===== src/rtl/tick_timer_pkg.sv =====
// Shared definitions for the multi-channel tick timer: controller state
// encoding used by the top-level FSM.
package tick_timer_pkg;

   typedef logic [1:0] state_t;

   localparam state_t ST_IDLE = 2'd0;
   localparam state_t ST_RUN  = 2'd1;
   localparam state_t ST_DONE = 2'd2;

endpackage


===== src/rtl/tick_channel.sv =====
// One tick channel: shadow period and mode, down-counter and registered tick.
// The tick register is computed from the post-edge counter so it lines up with counter==0.
module tick_channel
   import tick_timer_pkg::*;
#(
   parameter int CNT_W = 16
) (
   input  logic             clk,
   input  logic             reset,
   input  logic             load,
   input  logic             advance,
   input  logic             cfg_enable,
   input  logic             cfg_oneshot,
   input  logic [CNT_W-1:0] cfg_period,
   output logic             tick
);

   localparam logic [CNT_W-1:0] CNT_ZERO = {CNT_W{1'b0}};
   localparam logic [CNT_W-1:0] CNT_ONE  = CNT_W'(1);

   logic [CNT_W-1:0] period_r;
   logic [CNT_W-1:0] cnt_r;
   logic [CNT_W-1:0] cnt_nxt_s;
   logic             oneshot_r;
   logic             active_r;
   logic             active_nxt_s;
   logic             tick_r;

   // Counter and activity after one more RUN cycle
   always_comb begin
      cnt_nxt_s    = cnt_r;
      active_nxt_s = active_r;
      if (active_r) begin
         if (cnt_r == CNT_ZERO) begin
            cnt_nxt_s    = period_r - CNT_ONE;
            active_nxt_s = ~oneshot_r;
         end else begin
            cnt_nxt_s    = cnt_r - CNT_ONE;
            active_nxt_s = 1'b1;
         end
      end else begin
         cnt_nxt_s    = cnt_r;
         active_nxt_s = 1'b0;
      end
   end

   // Shadow config, counter and tick register
   always_ff @(posedge clk) begin
      if (reset) begin
         period_r  <= CNT_ZERO;
         oneshot_r <= 1'b0;
         active_r  <= 1'b0;
         cnt_r     <= CNT_ZERO;
         tick_r    <= 1'b0;
      end else if (load) begin
         period_r  <= cfg_period;
         oneshot_r <= cfg_oneshot;
         active_r  <= cfg_enable && (cfg_period != CNT_ZERO);
         cnt_r     <= cfg_period - CNT_ONE;
         tick_r    <= cfg_enable && (cfg_period == CNT_ONE);
      end else if (advance) begin
         cnt_r     <= cnt_nxt_s;
         active_r  <= active_nxt_s;
         tick_r    <= active_nxt_s && (cnt_nxt_s == CNT_ZERO);
      end else begin
         tick_r    <= 1'b0;
      end
   end

   assign tick = tick_r;

endmodule


===== src/rtl/multi_channel_tick_timer.sv =====
// Periodic event generator: NUM_CH tick channels, a ch-0 event counter with
// optional auto-terminate, and a saturating elapsed-cycle timestamp.
module multi_channel_tick_timer
   import tick_timer_pkg::*;
#(
   parameter int NUM_CH = 4,
   parameter int CNT_W  = 16,
   parameter int EVT_W  = 8,
   parameter int TS_W   = 32
) (
   input  logic                    clk,
   input  logic                    reset,
   input  logic                    start,
   input  logic                    abort,
   input  logic [NUM_CH-1:0]       ch_enable,
   input  logic [NUM_CH-1:0]       ch_oneshot,
   input  logic [NUM_CH*CNT_W-1:0] period,
   input  logic [EVT_W-1:0]        stop_count,
   output logic [NUM_CH-1:0]       tick,
   output logic [EVT_W-1:0]        event_count,
   output logic [TS_W-1:0]         timestamp,
   output logic                    busy,
   output logic                    done
);

   localparam logic [EVT_W-1:0] EV_ZERO = {EVT_W{1'b0}};
   localparam logic [EVT_W-1:0] EV_ONE  = EVT_W'(1);
   localparam logic [EVT_W-1:0] EV_MAX  = {EVT_W{1'b1}};
   localparam logic [TS_W-1:0]  TS_ZERO = {TS_W{1'b0}};
   localparam logic [TS_W-1:0]  TS_ONE  = TS_W'(1);
   localparam logic [TS_W-1:0]  TS_MAX  = {TS_W{1'b1}};

   state_t            state_r;
   state_t            state_nxt_s;
   logic              load_s;
   logic              advance_s;
   logic              term_s;
   logic [NUM_CH-1:0] tick_s;
   logic [EVT_W-1:0]  stop_r;
   logic [EVT_W-1:0]  ev_r;
   logic [EVT_W-1:0]  ev_inc_s;
   logic [TS_W-1:0]   ts_r;
   logic              busy_r;
   logic              done_r;

   genvar k;
   generate
      for (k = 0; k < NUM_CH; k++) begin : g_ch
         tick_channel #(
            .CNT_W(CNT_W)
         ) u_ch (
            .clk        (clk),
            .reset      (reset),
            .load       (load_s),
            .advance    (advance_s),
            .cfg_enable (ch_enable[k]),
            .cfg_oneshot(ch_oneshot[k]),
            .cfg_period (period[k*CNT_W +: CNT_W]),
            .tick       (tick_s[k])
         );
      end
   endgenerate

   // The ch-0 tick visible now is the one that brings event_count up to stop_count
   assign ev_inc_s = ev_r + EV_ONE;
   assign term_s   = (stop_r != EV_ZERO) && tick_s[0] && (ev_inc_s == stop_r);

   // State register
   always_ff @(posedge clk) begin
      if (reset) begin
         state_r <= ST_IDLE;
      end else begin
         state_r <= state_nxt_s;
      end
   end

   // Next-state logic; abort takes priority over start everywhere
   always_comb begin
      state_nxt_s = state_r;
      case (state_r)
         ST_IDLE: begin
            if (abort) begin
               state_nxt_s = ST_IDLE;
            end else if (start) begin
               state_nxt_s = ST_RUN;
            end else begin
               state_nxt_s = ST_IDLE;
            end
         end
         ST_RUN: begin
            if (abort) begin
               state_nxt_s = ST_IDLE;
            end else if (term_s) begin
               state_nxt_s = ST_DONE;
            end else begin
               state_nxt_s = ST_RUN;
            end
         end
         ST_DONE: begin
            if (abort) begin
               state_nxt_s = ST_IDLE;
            end else if (start) begin
               state_nxt_s = ST_RUN;
            end else begin
               state_nxt_s = ST_DONE;
            end
         end
         default: begin
            state_nxt_s = ST_IDLE;
         end
      endcase
   end

   // Control decode: load on entering RUN, advance while staying in RUN
   always_comb begin
      load_s    = 1'b0;
      advance_s = 1'b0;
      if (state_nxt_s == ST_RUN) begin
         load_s    = (state_r != ST_RUN);
         advance_s = (state_r == ST_RUN);
      end else begin
         load_s    = 1'b0;
         advance_s = 1'b0;
      end
   end

   // Status flags and shadow stop count
   always_ff @(posedge clk) begin
      if (reset) begin
         busy_r <= 1'b0;
         done_r <= 1'b0;
         stop_r <= EV_ZERO;
      end else begin
         busy_r <= (state_nxt_s == ST_RUN);
         done_r <= (state_nxt_s == ST_DONE);
         if (load_s) begin
            stop_r <= stop_count;
         end else begin
            stop_r <= stop_r;
         end
      end
   end

   // Ch-0 event counter, saturating
   always_ff @(posedge clk) begin
      if (reset) begin
         ev_r <= EV_ZERO;
      end else if ((state_nxt_s == ST_IDLE) || load_s) begin
         ev_r <= EV_ZERO;
      end else if ((state_r == ST_RUN) && tick_s[0] && (ev_r != EV_MAX)) begin
         ev_r <= ev_inc_s;
      end else begin
         ev_r <= ev_r;
      end
   end

   // Elapsed RUN cycles, saturating; the first RUN cycle reads 1
   always_ff @(posedge clk) begin
      if (reset) begin
         ts_r <= TS_ZERO;
      end else if (state_nxt_s == ST_IDLE) begin
         ts_r <= TS_ZERO;
      end else if (load_s) begin
         ts_r <= TS_ONE;
      end else if (advance_s && (ts_r != TS_MAX)) begin
         ts_r <= ts_r + TS_ONE;
      end else begin
         ts_r <= ts_r;
      end
   end

   assign tick        = tick_s;
   assign event_count = ev_r;
   assign timestamp   = ts_r;
   assign busy        = busy_r;
   assign done        = done_r;

endmodule


===== config.mk =====
export PLATFORM = sky130hd
export DESIGN_NAME = multi_channel_tick_timer
export DESIGN_NICKNAME = d
export VERILOG_FILES = /design/src/rtl/tick_timer_pkg.sv /design/src/rtl/tick_channel.sv /design/src/rtl/multi_channel_tick_timer.sv
export SDC_FILE = /design/constraint.sdc
export NUM_CORES = 1
export LEC_CHECK = 0
export BUFFER_PORTS_ARGS = -buffer_cell sky130_fd_sc_hd__buf_4
export CAP_MARGIN = 20
export CORE_ASPECT_RATIO = 1.25
export CORE_MARGIN = 2
export CORE_UTILIZATION = 30
export DETAILED_ROUTE_END_ITERATION = 8
export PLACE_DENSITY = 0.6
export SLEW_MARGIN = 5
export SYNTH_ARGS = -nofsm -noshare
export SYNTH_HDL_FRONTEND = slang
export SYNTH_SLANG_ARGS = --single-unit

===== constraint.sdc =====
create_clock -name clk -period 3.94 [get_ports clk]
set_input_delay 0.197 -clock clk [delete_from_list [all_inputs] [get_ports clk]]
set_output_delay 0.197 -clock clk [all_outputs]
set_load 0.05 [all_outputs]

==> results by stage, run 1 <==
Hold path:
- The path with the worst hold slack has its endpoint at g_ch[3].u_ch.period_r[6]$_SDFFE_PP0N_.
- The hold-critical path depth is 3.
- The startpoint of the lowest-slack hold path is period[54].
- The worst min-delay path category is input port to register.

CTS:
- The worst-case clock buffer depth is 2.
- The number of buffers inserted to repair setup after CTS is 0.
- Clock tree synthesis selected as its root buffer the cell clkbuf_16.
- The clock reaches the later pin of the worst-skew pair after about 0.46 ns.
- The TritonCTS clock tree is yes.
- The post-CTS clock slew at the launch and capture registers of the worst setup and hold paths is ~0.09 ns.
- The clock drives 192 sinks.
- Counting the buffers created by CTS gives 17.
- The H-tree depth is 4.

Setup path:
- The most prevalent standard cell on the critical path is nand4_1.
- In this run the critical register-to-register path is launched from g_ch[2].u_ch.cnt_r[12]$_SDFFE_PP0P_.
- The number of buffers and inverters on the critical path is 0.
- The kind of end point of the critical path is a register.
- Data on the critical path arrives at its endpoint at 4.02 ns.
- The critical path goes through nor2_1 > nand4_1 > nor2_2 > a21oi_1 > ha_1 > nor4b_1 > nand3b_1 > a311o_1 > a2111oi_0 > and3b_1 > nand4_1 > nor4_1 > a32o_1.
- The setup slack of the worst register-to-register path is 0.29 ns.
- The reg-to-reg endpoint is g_ch[2].u_ch.tick$_SDFF_PP0_.
- The cell at the slowest stage of the critical path is nor4b_1.
- The critical path start-end classification is register to register.
- The cell type group with the largest total delay on the critical path is simple AND/OR/NAND/NOR gates.
- The depth of the worst register-to-register path is 13.
- The worst setup path is launched from a register.
- The biggest fanout along the worst timing path is 8.
- The largest stage delay on the critical path is 0.58 ns.
- The required time at the endpoint of the critical path is 4.30 ns.

GRT:
- The largest net degree at the start of global routing is 86.
- The first global-routing pass estimated between 60 and 70 mm of wire.
- The initial antenna violation count was 1.
- The remaining global-route overflow is 0.
- The via count of the first global-routing pass is ~13000.
- The total routing usage reported by global routing is 19.6%.

Logic synthesis:
- The XOR/XNOR share of the synthesized area is ~7.4%.
- During synthesis, Yosys emitted a total of 0 warnings.
- The synthesized netlist devotes 1.42% of its cell area to adder and majority cells.
- Counting flops and latches in the post-synthesis netlist gives 192.
- The top cell type by area accounts for 31.1% of the synthesized area.
- The number of synthesized flops with an enable pin is 0.
- When the netlist entered floorplanning its net count stood at 1789.
- The cell accounting for the most synthesized area is dfxtp_1.
- The sequential fraction of the synthesis area is ~31%.
- By count the netlist is led by 251 x nand2_1, 192 x dfxtp_1, 183 x a21oi_1, 182 x nor2_1, 84 x clkbuf_1.
- Of all flip-flops after synthesis, the portion carrying an async set or reset was 0%.
- The mean cell area of the mapped netlist is 7.32 um^2.
- The number of different library cells used by synthesis comes to 86.
- Multiplexer cells account for less than 1% of the synthesized area.
- The most frequent cell after synthesis is nand2_1.
- In the synthesized netlist, the number of instances is 1691.
- Sorting the synthesized cells by area gives the leading types as dfxtp_1 31%, nand2_1 7.6%, a21oi_1 7.4%, nor2_1 5.5%, xor2_1 3.8%.
- The post-synthesis instance area is 12400 um^2.
- Summing the areas of all and, or, nand and nor instances in the mapped netlist gives 29.8% of the synthesized area.
- For this run, the leading register cell type out of synthesis is dfxtp_1.
- The share of the synthesized area in compound gates (AO/OA/AOI/OAI) is 25.0%.
- The largest family of logic cells by synthesized area is simple AND/OR/NAND/NOR gates.

STA:
- Setup repair after global routing left no endpoint under its margin.
- Setup total negative slack on the finished layout was measured at 0 ns.
- The shortest period the worst path allows is 3.65 ns.
- The final worst setup slack is 0.287 ns.
- Setup violations remaining at the end of the flow were counted as 0.
- The ratio of final minimum period to clock period is 92.7%.
- The clock arrives with roughly 0.020 ns of skew.
- The measured slew at the worst slew-check pin is roughly 0.96 ns.
- The number of hold violations in the final report is 0.
- Measured against its own limit, the worst slew margin works out to 35.5%.
- The highest clock rate is 0.274 GHz.
- The total count of max-transition violations in the final report is 0.

Place:
- The half-perimeter wire length after detailed placement is ~30 mm.
- The last weighted congestion value of the routability-driven placer is 0.944.
- Before CTS, the worst setup slack after placement is about 0.31 ns.
- Port buffering added 129 buffers.

Floorplan:
- The vertical die dimension is 231 um.
- The site row count is 83.
- The core region area is 40900 um^2.
- In this run the horizontal extent of the chip is 186 um.
- The floorplan step defined a die boundary enclosing 42900 um^2.
- During I/O placement, the number of pins put on the boundary was 130.
- For this configuration, the core starts out at a cell density of 30.2%.

Finish:
- The filler cells instantiated in the layout total 4314.
- The fraction of final layout cells sized beyond drive strength 1 is between 10% and 20%.
- The area added between synthesis and finish is 21.2%.
- The net count of the finished layout is 1910.

Pwr:
- The peak supply drop is 311 uV.
- The total power consumption of the routed design is 5.26 mW.
- For this design the ratio of total power to cell area is 351 nW/um^2.
- The leakage power is 5.34 nW.

Routing:
- Wires add up to 42.2 mm.
- In the final routed layout, each cell accounts on average for 17.7 um.
- The post-route antenna net violation count is 0.
- The detailed router finished its first iteration with 1005 violations.
- Summing over every cut layer, the via total after detailed routing is about 13000.
- The remaining design rule violation count is 0.
- Using the TritonRoute via totals, the vias-per-cell ratio works out to 5.60.
- The number of iterations in the first detailed-routing pass is 5.

Status:
- The flow ran to the end, and the final reports show no timing, DRC or antenna violations.

Run:
- The tool flagged a number of max-cap violations equal to 0.
-- final cells by class --
| cell class | instances | area (um^2) | share of cell area (%) |
|---|---|---|---|
| timing repair buffer | 213 | 1740 | 11.6 |
| multi-input combinational | 1354 | 8000 | 53.3 |
| tap | 552 | 691 | 4.60 |
| clock buffer | 18 | 439 | 2.93 |
| inverter | 34 | 128 | 0.851 |
| antenna | 1 | 2.50 | 0.0167 |
| clock inverter | 14 | 156 | 1.04 |
| sequential | 192 | 3840 | 25.6 |
-- worst register-to-register path, delay by kind of cell (launching register included) --
kind,cells,cell delay (ns)
AOI/OAI and AO/OA,4,1.16
and+or+nand+nor,8,1.64
adders and majority gates,1,0.28
DFF,1,0.47
-- worst max path at each step --
stage,start,end,slack [ns],depth (start not counted)
global route,g_ch[2].u_ch.cnt_r[3]$_SDFFE_PP0P_,g_ch[2].u_ch.tick$_SDFF_PP0_,0.01,13
detailed placement,g_ch[3].u_ch.cnt_r[6]$_SDFFE_PP0P_,g_ch[3].u_ch.tick$_SDFF_PP0_,0.31,11
CTS,g_ch[3].u_ch.cnt_r[6]$_SDFFE_PP0P_,g_ch[3].u_ch.tick$_SDFF_PP0_,0.28,11
floorplan,g_ch[0].u_ch.cnt_r[2]$_SDFFE_PP0P_,g_ch[0].u_ch.tick$_SDFF_PP0_,0.03,17
finish,g_ch[2].u_ch.cnt_r[12]$_SDFFE_PP0P_,g_ch[2].u_ch.tick$_SDFF_PP0_,0.29,13
global placement,g_ch[2].u_ch.cnt_r[3]$_SDFFE_PP0P_,g_ch[2].u_ch.tick$_SDFF_PP0_,0.39,13
-- layer usage --
layer / GRT usage [%] / part of all wire, %
met5: 0 / 0
met1: 24.1 / 42
met4: 7.78 / 2.9
met2: 33.4 / 48
met3: 3.69 / 6.3
-- cells in the final DEF (no fill, tap or decap), types with 19 or more instances in the layout --
cell type | synthesis | routed
xor2_1 | 54 | 54
a21oi_1 | 183 | 183
nand2_1 | 251 | 250
dlygate4sd3_1 | 0 | 47
nor3_1 | 61 | 60
o22ai_1 | 21 | 21
nor4_1 | 36 | 36
nand3_1 | 57 | 57
buf_4 | 4 | 164
or3_1 | 20 | 20
nand4_1 | 28 | 28
inv_1 | 33 | 33
a31oi_1 | 24 | 24
dfxtp_1 | 192 | 192
xnor2_1 | 51 | 51
o21ai_0 | 39 | 39
a211oi_1 | 19 | 19
nor2_1 | 182 | 181
-- power by group --
part,internal [mW],switching [mW]
sequential,2.02,0.108
combinational,0.518,0.815
clock,0.874,0.925
total,3.41,1.85
-- stage by stage --
stage	hold WS, ns	std cells	area [um^2]	utilization [%]
after floorplan	0.276	1691	12400	-
after global placement	0.419	2298	13900	34.0
after detailed placement	0.423	2298	13900	34.0
after CTS	0.0000180	2377	15000	36.6
after global routing	0.0120	2378	15000	36.7
final	0.0190	2378	15000	36.7
-- cell families (layout without fill, tap and decap cells) --
kind of cell    count (synthesis)  in the layout
xor+xnor                      105            105
buf+inv                       145            279
simple gates                  762            762
compound gates                466            466
flops                         192            192
other cells                     0              1
mux                             7              7
fa+ha+maj                      14             14
-- sequential cells by signal, summed over array words and instances (netlist names) --
register             count
g_ch.u_ch.oneshot_r      4
busy                     1
event_count              8
g_ch.u_ch.cnt_r         64
timestamp               32
state_r                  2
stop_r                   8
done                     1
g_ch.u_ch.active_r       4
g_ch.u_ch.tick           4
g_ch.u_ch.period_r      64
-- what timing repair did --
| item | in CTS | in global routing |
|---|---|---|
| endpoints found under the hold margin | 48 | 0 |
| hold buffers | 47 | 0 |
| gates resized for setup | 0 | 1 |
| endpoints found under the setup margin | 0 | 2 |
Power figures use the tool's default switching activity.
==> run 2, diff against run 1 <==
--- a/config.mk
+++ b/config.mk
@@ -9,9 +9,9 @@
 export CAP_MARGIN = 20
 export CORE_ASPECT_RATIO = 1.25
 export CORE_MARGIN = 2
-export CORE_UTILIZATION = 30
+export CORE_UTILIZATION = 40
 export DETAILED_ROUTE_END_ITERATION = 8
-export PLACE_DENSITY = 0.6
+export PLACE_DENSITY = 0.72
 export SLEW_MARGIN = 5
 export SYNTH_ARGS = -nofsm -noshare
 export SYNTH_HDL_FRONTEND = slang
==> run 2 against run 1 <==
Net effect: final area decreased by 3.7%; register-to-register slack improved by 0.04 ns; highest routed layer unchanged; hold slack got worse by 0.0076 ns; routed wire length decreased by 2.6%; global-route usage increased by 5.2 points; first-iteration DRC count increased by 18%; cell count decreased by 7.7%; fmax increased by 1.2%; clock power decreased by 3%.
==> results by stage, run 2 (synthesis results as in run 1) <==
Status:
- The flow ran to the end, and the final reports show no timing, DRC or antenna violations.

GRT:
- The initial antenna violation count is 0 (-1).
- The largest net degree at the start of global routing is 90 (+4.7%).
- The via count of the first global-routing pass is 12500 (-2.5%).
- The remaining global-route overflow is 0 (unchanged).
- The first-pass GRT wire length is 66.1 mm (-2.6%).
- The total routing usage reported by global routing is 24.8% (+5.2 points).

Finish:
- The top cell types in the final layout, fill and taps aside, are 250 x nand2_1, 192 x dfxtp_1, 183 x a21oi_1.
- The fraction of final layout cells sized beyond drive strength 1 was 12.9% (+0.21 points).
- The area added between synthesis and finish is 16.7%.
- The area of all placed cells without fillers is 14400 um^2 (-3.7%).
- The antenna diode count is 0 (-1).
- The number of nets in the final layout was 1872 (-2.0%).
- The most common library cell in the layout ignoring fill and taps is nand2_1.

Place:
- The last weighted congestion value of the routability-driven placer is 0.960 (+1.7%).
- The number of I/O port buffers is 129 (unchanged).
- The half-perimeter wire length after detailed placement is 29.1 mm (-3.1%).
- The placed cell area is 13800 um^2 (-1.2%).

STA:
- The measured slew at the worst slew-check pin is 0.985 ns (+0.0263 ns).
- The summed negative setup slack over all endpoints is 0 ns (unchanged).
- The number of hold violations in the final report came to 0 (unchanged).
- The number of setup violations in the final report is 0 (unchanged).
- Setup repair after global routing left no endpoint under its margin.
- The highest clock rate is 0.277 GHz (+1.2%).
- The total count of max-transition violations in the final report is 0 (unchanged).
- The ratio of final minimum period to clock period is 91.6% (-1.1 points).
- The relative max-transition margin is 34.3% (-1.2 points).
- The shortest period the worst path allows was 3.61 ns (-0.0440 ns).
- The worst hold slack across all endpoints is 0.0114 ns (-0.00757 ns).
- The final worst clock skew is 0.0179 ns (-0.00199 ns).

Routing:
- The routed wire length was 41.1 mm (-2.6%).
- The remaining design rule violation count came to 0 (unchanged).
- The post-route antenna net violation count was 0 (unchanged).
- The routed wirelength normalized by instance count is 18.7 um (+5.5%).
- The count of vias placed by the detailed router is 13200 (-0.55%).
- The via-per-instance ratio is 6.03 (+7.8%).
- The first-iteration detailed-routing DRC count is 1183 (+18%).
- The number of iterations in the first detailed-routing pass is 8 (+3).

CTS:
- The worst-case clock buffer depth is 2 (unchanged).
- The post-CTS clock slew at the launch and capture registers of the worst setup and hold paths came to 0.08 ns (about the same).
- The H-tree depth is 4 (unchanged).
- The clock sink total is 192 (unchanged).
- The clock network latency to the later pin of the worst-skew pair was 0.45 ns (about the same).
- The number of CTS-inserted buffers is 17 (unchanged).
- The TritonCTS clock tree is yes.
- In this run the clock root is driven by a clkbuf_16.
- The number of buffers inserted to repair setup after CTS is 0 (unchanged).

Floorplan:
- The vertical die dimension is 201 um (-13%).
- The horizontal die dimension is 161 um (-13%).
- The number of primary I/O pins was 130 (unchanged).
- The site row count is 72 (-13%).
- The starting density of the core came to 40.3% (+10 points).
- The core region area is 30700 um^2 (-25%).
- The full die area came to 32400 um^2 (-25%).

Setup path:
- The number of buffers and inverters on the critical path is 1 (+1).
- The worst setup path is of the register to register kind.
- The startpoint of the lowest-slack register-to-register path is g_ch[0].u_ch.cnt_r[13]$_SDFFE_PP0P_.
- The required time at the endpoint of the critical path is 4.30 ns (about the same).
- The critical path startpoint category is a register.
- The kind of end point of the critical path is a register.
- The largest stage delay on the critical path is 0.53 ns (-0.05 ns).
- The cell at the slowest stage of the critical path is or4_1.
- The setup slack of the worst register-to-register path was 0.33 ns (+0.04 ns).
- The cell type group with the largest total delay on the critical path is simple AND/OR/NAND/NOR gates.
- The beginning of the critical path is g_ch[0].u_ch.cnt_r[13]$_SDFFE_PP0P_.
- The biggest fanout along the worst timing path was 7 (-1).
- The data arrival time of the critical path is 3.97 ns (-0.05 ns).
- The critical path goes through nor4_1 > and2_0 > and2_1 > a21oi_1 > ha_1 > nand3b_1 > a2111oi_0 > buf_4 > and3b_1 > a41oi_1 > o21a_1 > or4_1 > o31ai_2.

Hold path:
- The worst min-delay path category is input port to register.
- The startpoint of the lowest-slack hold path is period[59].

Run:
- The number of max-capacitance violations reported came to 0 (unchanged).

Pwr:
- The peak supply drop came to 266 uV (-14%).
- The leakage power is 5.17 nW (-3.0%).
- The total power density per cell area is 359 nW/um^2 (+2.5%).
## run 2: path summary, 6_finish.rpt
kind                                                          endpoint  depth (start not counted)
worst max-delay path                      g_ch[0].u_ch.tick$_SDFF_PP0_                         13
worst min-delay path            g_ch[3].u_ch.period_r[11]$_SDFFE_PP0N_                          3
worst max register to register            g_ch[0].u_ch.tick$_SDFF_PP0_                         13
worst min register to register                  stop_r[2]$_SDFFE_PP0N_                          2
## run 2: final cells by class
class | count | area, um^2
Fill cell | 3093 | 16300
Sequential cell | 192 | 3840
Clock buffer | 18 | 429
Clock inverter | 14 | 146
Multi-Input combinational cell | 1354 | 8000
Timing Repair Buffer | 175 | 1390
Inverter | 34 | 128
Tap cell | 407 | 509
## run 2: routing by layer
| metal | vias up | part of all wire [%] | GRT usage [%] |
|---|---|---|---|
| met3 | 90 | 7.1 | 4.77 |
| met1 | 6250 | 41 | 30.8 |
| met4 | 0 | 3.4 | 9.76 |
| li1 | 6381 | - | - |
| met5 | - | 0 | 0 |
| met2 | 519 | 48 | 42.0 |
## run 2: report_power, final
part | leakage (nW) | switching, mW | internal, mW
Clock | 0.276 | 0.906 | 0.847
Combinational | 3.33 | 0.813 | 0.498
Sequential | 1.56 | 0.109 | 2.02
## run 2: timing repair
item | CTS | global route
endpoints found under the setup margin | 0 | 2
resized for setup | 0 | 2
hold buffers | 10 | 0
endpoints found under the hold margin | 11 | 0
## run 2: worst reg2reg max path: stages (launching register included)
cell	delay, ns
dfxtp_1	0.46
nor4_1	0.14
and2_0	0.17
and2_1	0.17
a21oi_1	0.24
ha_1	0.31
nand3b_1	0.14
a2111oi_0	0.36
buf_4	0.20
and3b_1	0.31
a41oi_1	0.15
o21a_1	0.15
or4_1	0.53
o31ai_2	0.18
## run 2: through the flow
step / utilization [%] / setup WS [ns] / power, mW / instances
after CTS: 47.0 / 0.275 / 5.20 / 2194
after global placement: 44.8 / 0.370 / 3.43 / 2152
after detailed placement: 44.8 / 0.296 / 3.44 / 2152
final: 47.0 / 0.331 / 5.19 / 2194
after global routing: 47.0 / 0.00937 / 5.43 / 2194
after floorplan: - / 0.0328 / 3.01 / 1691
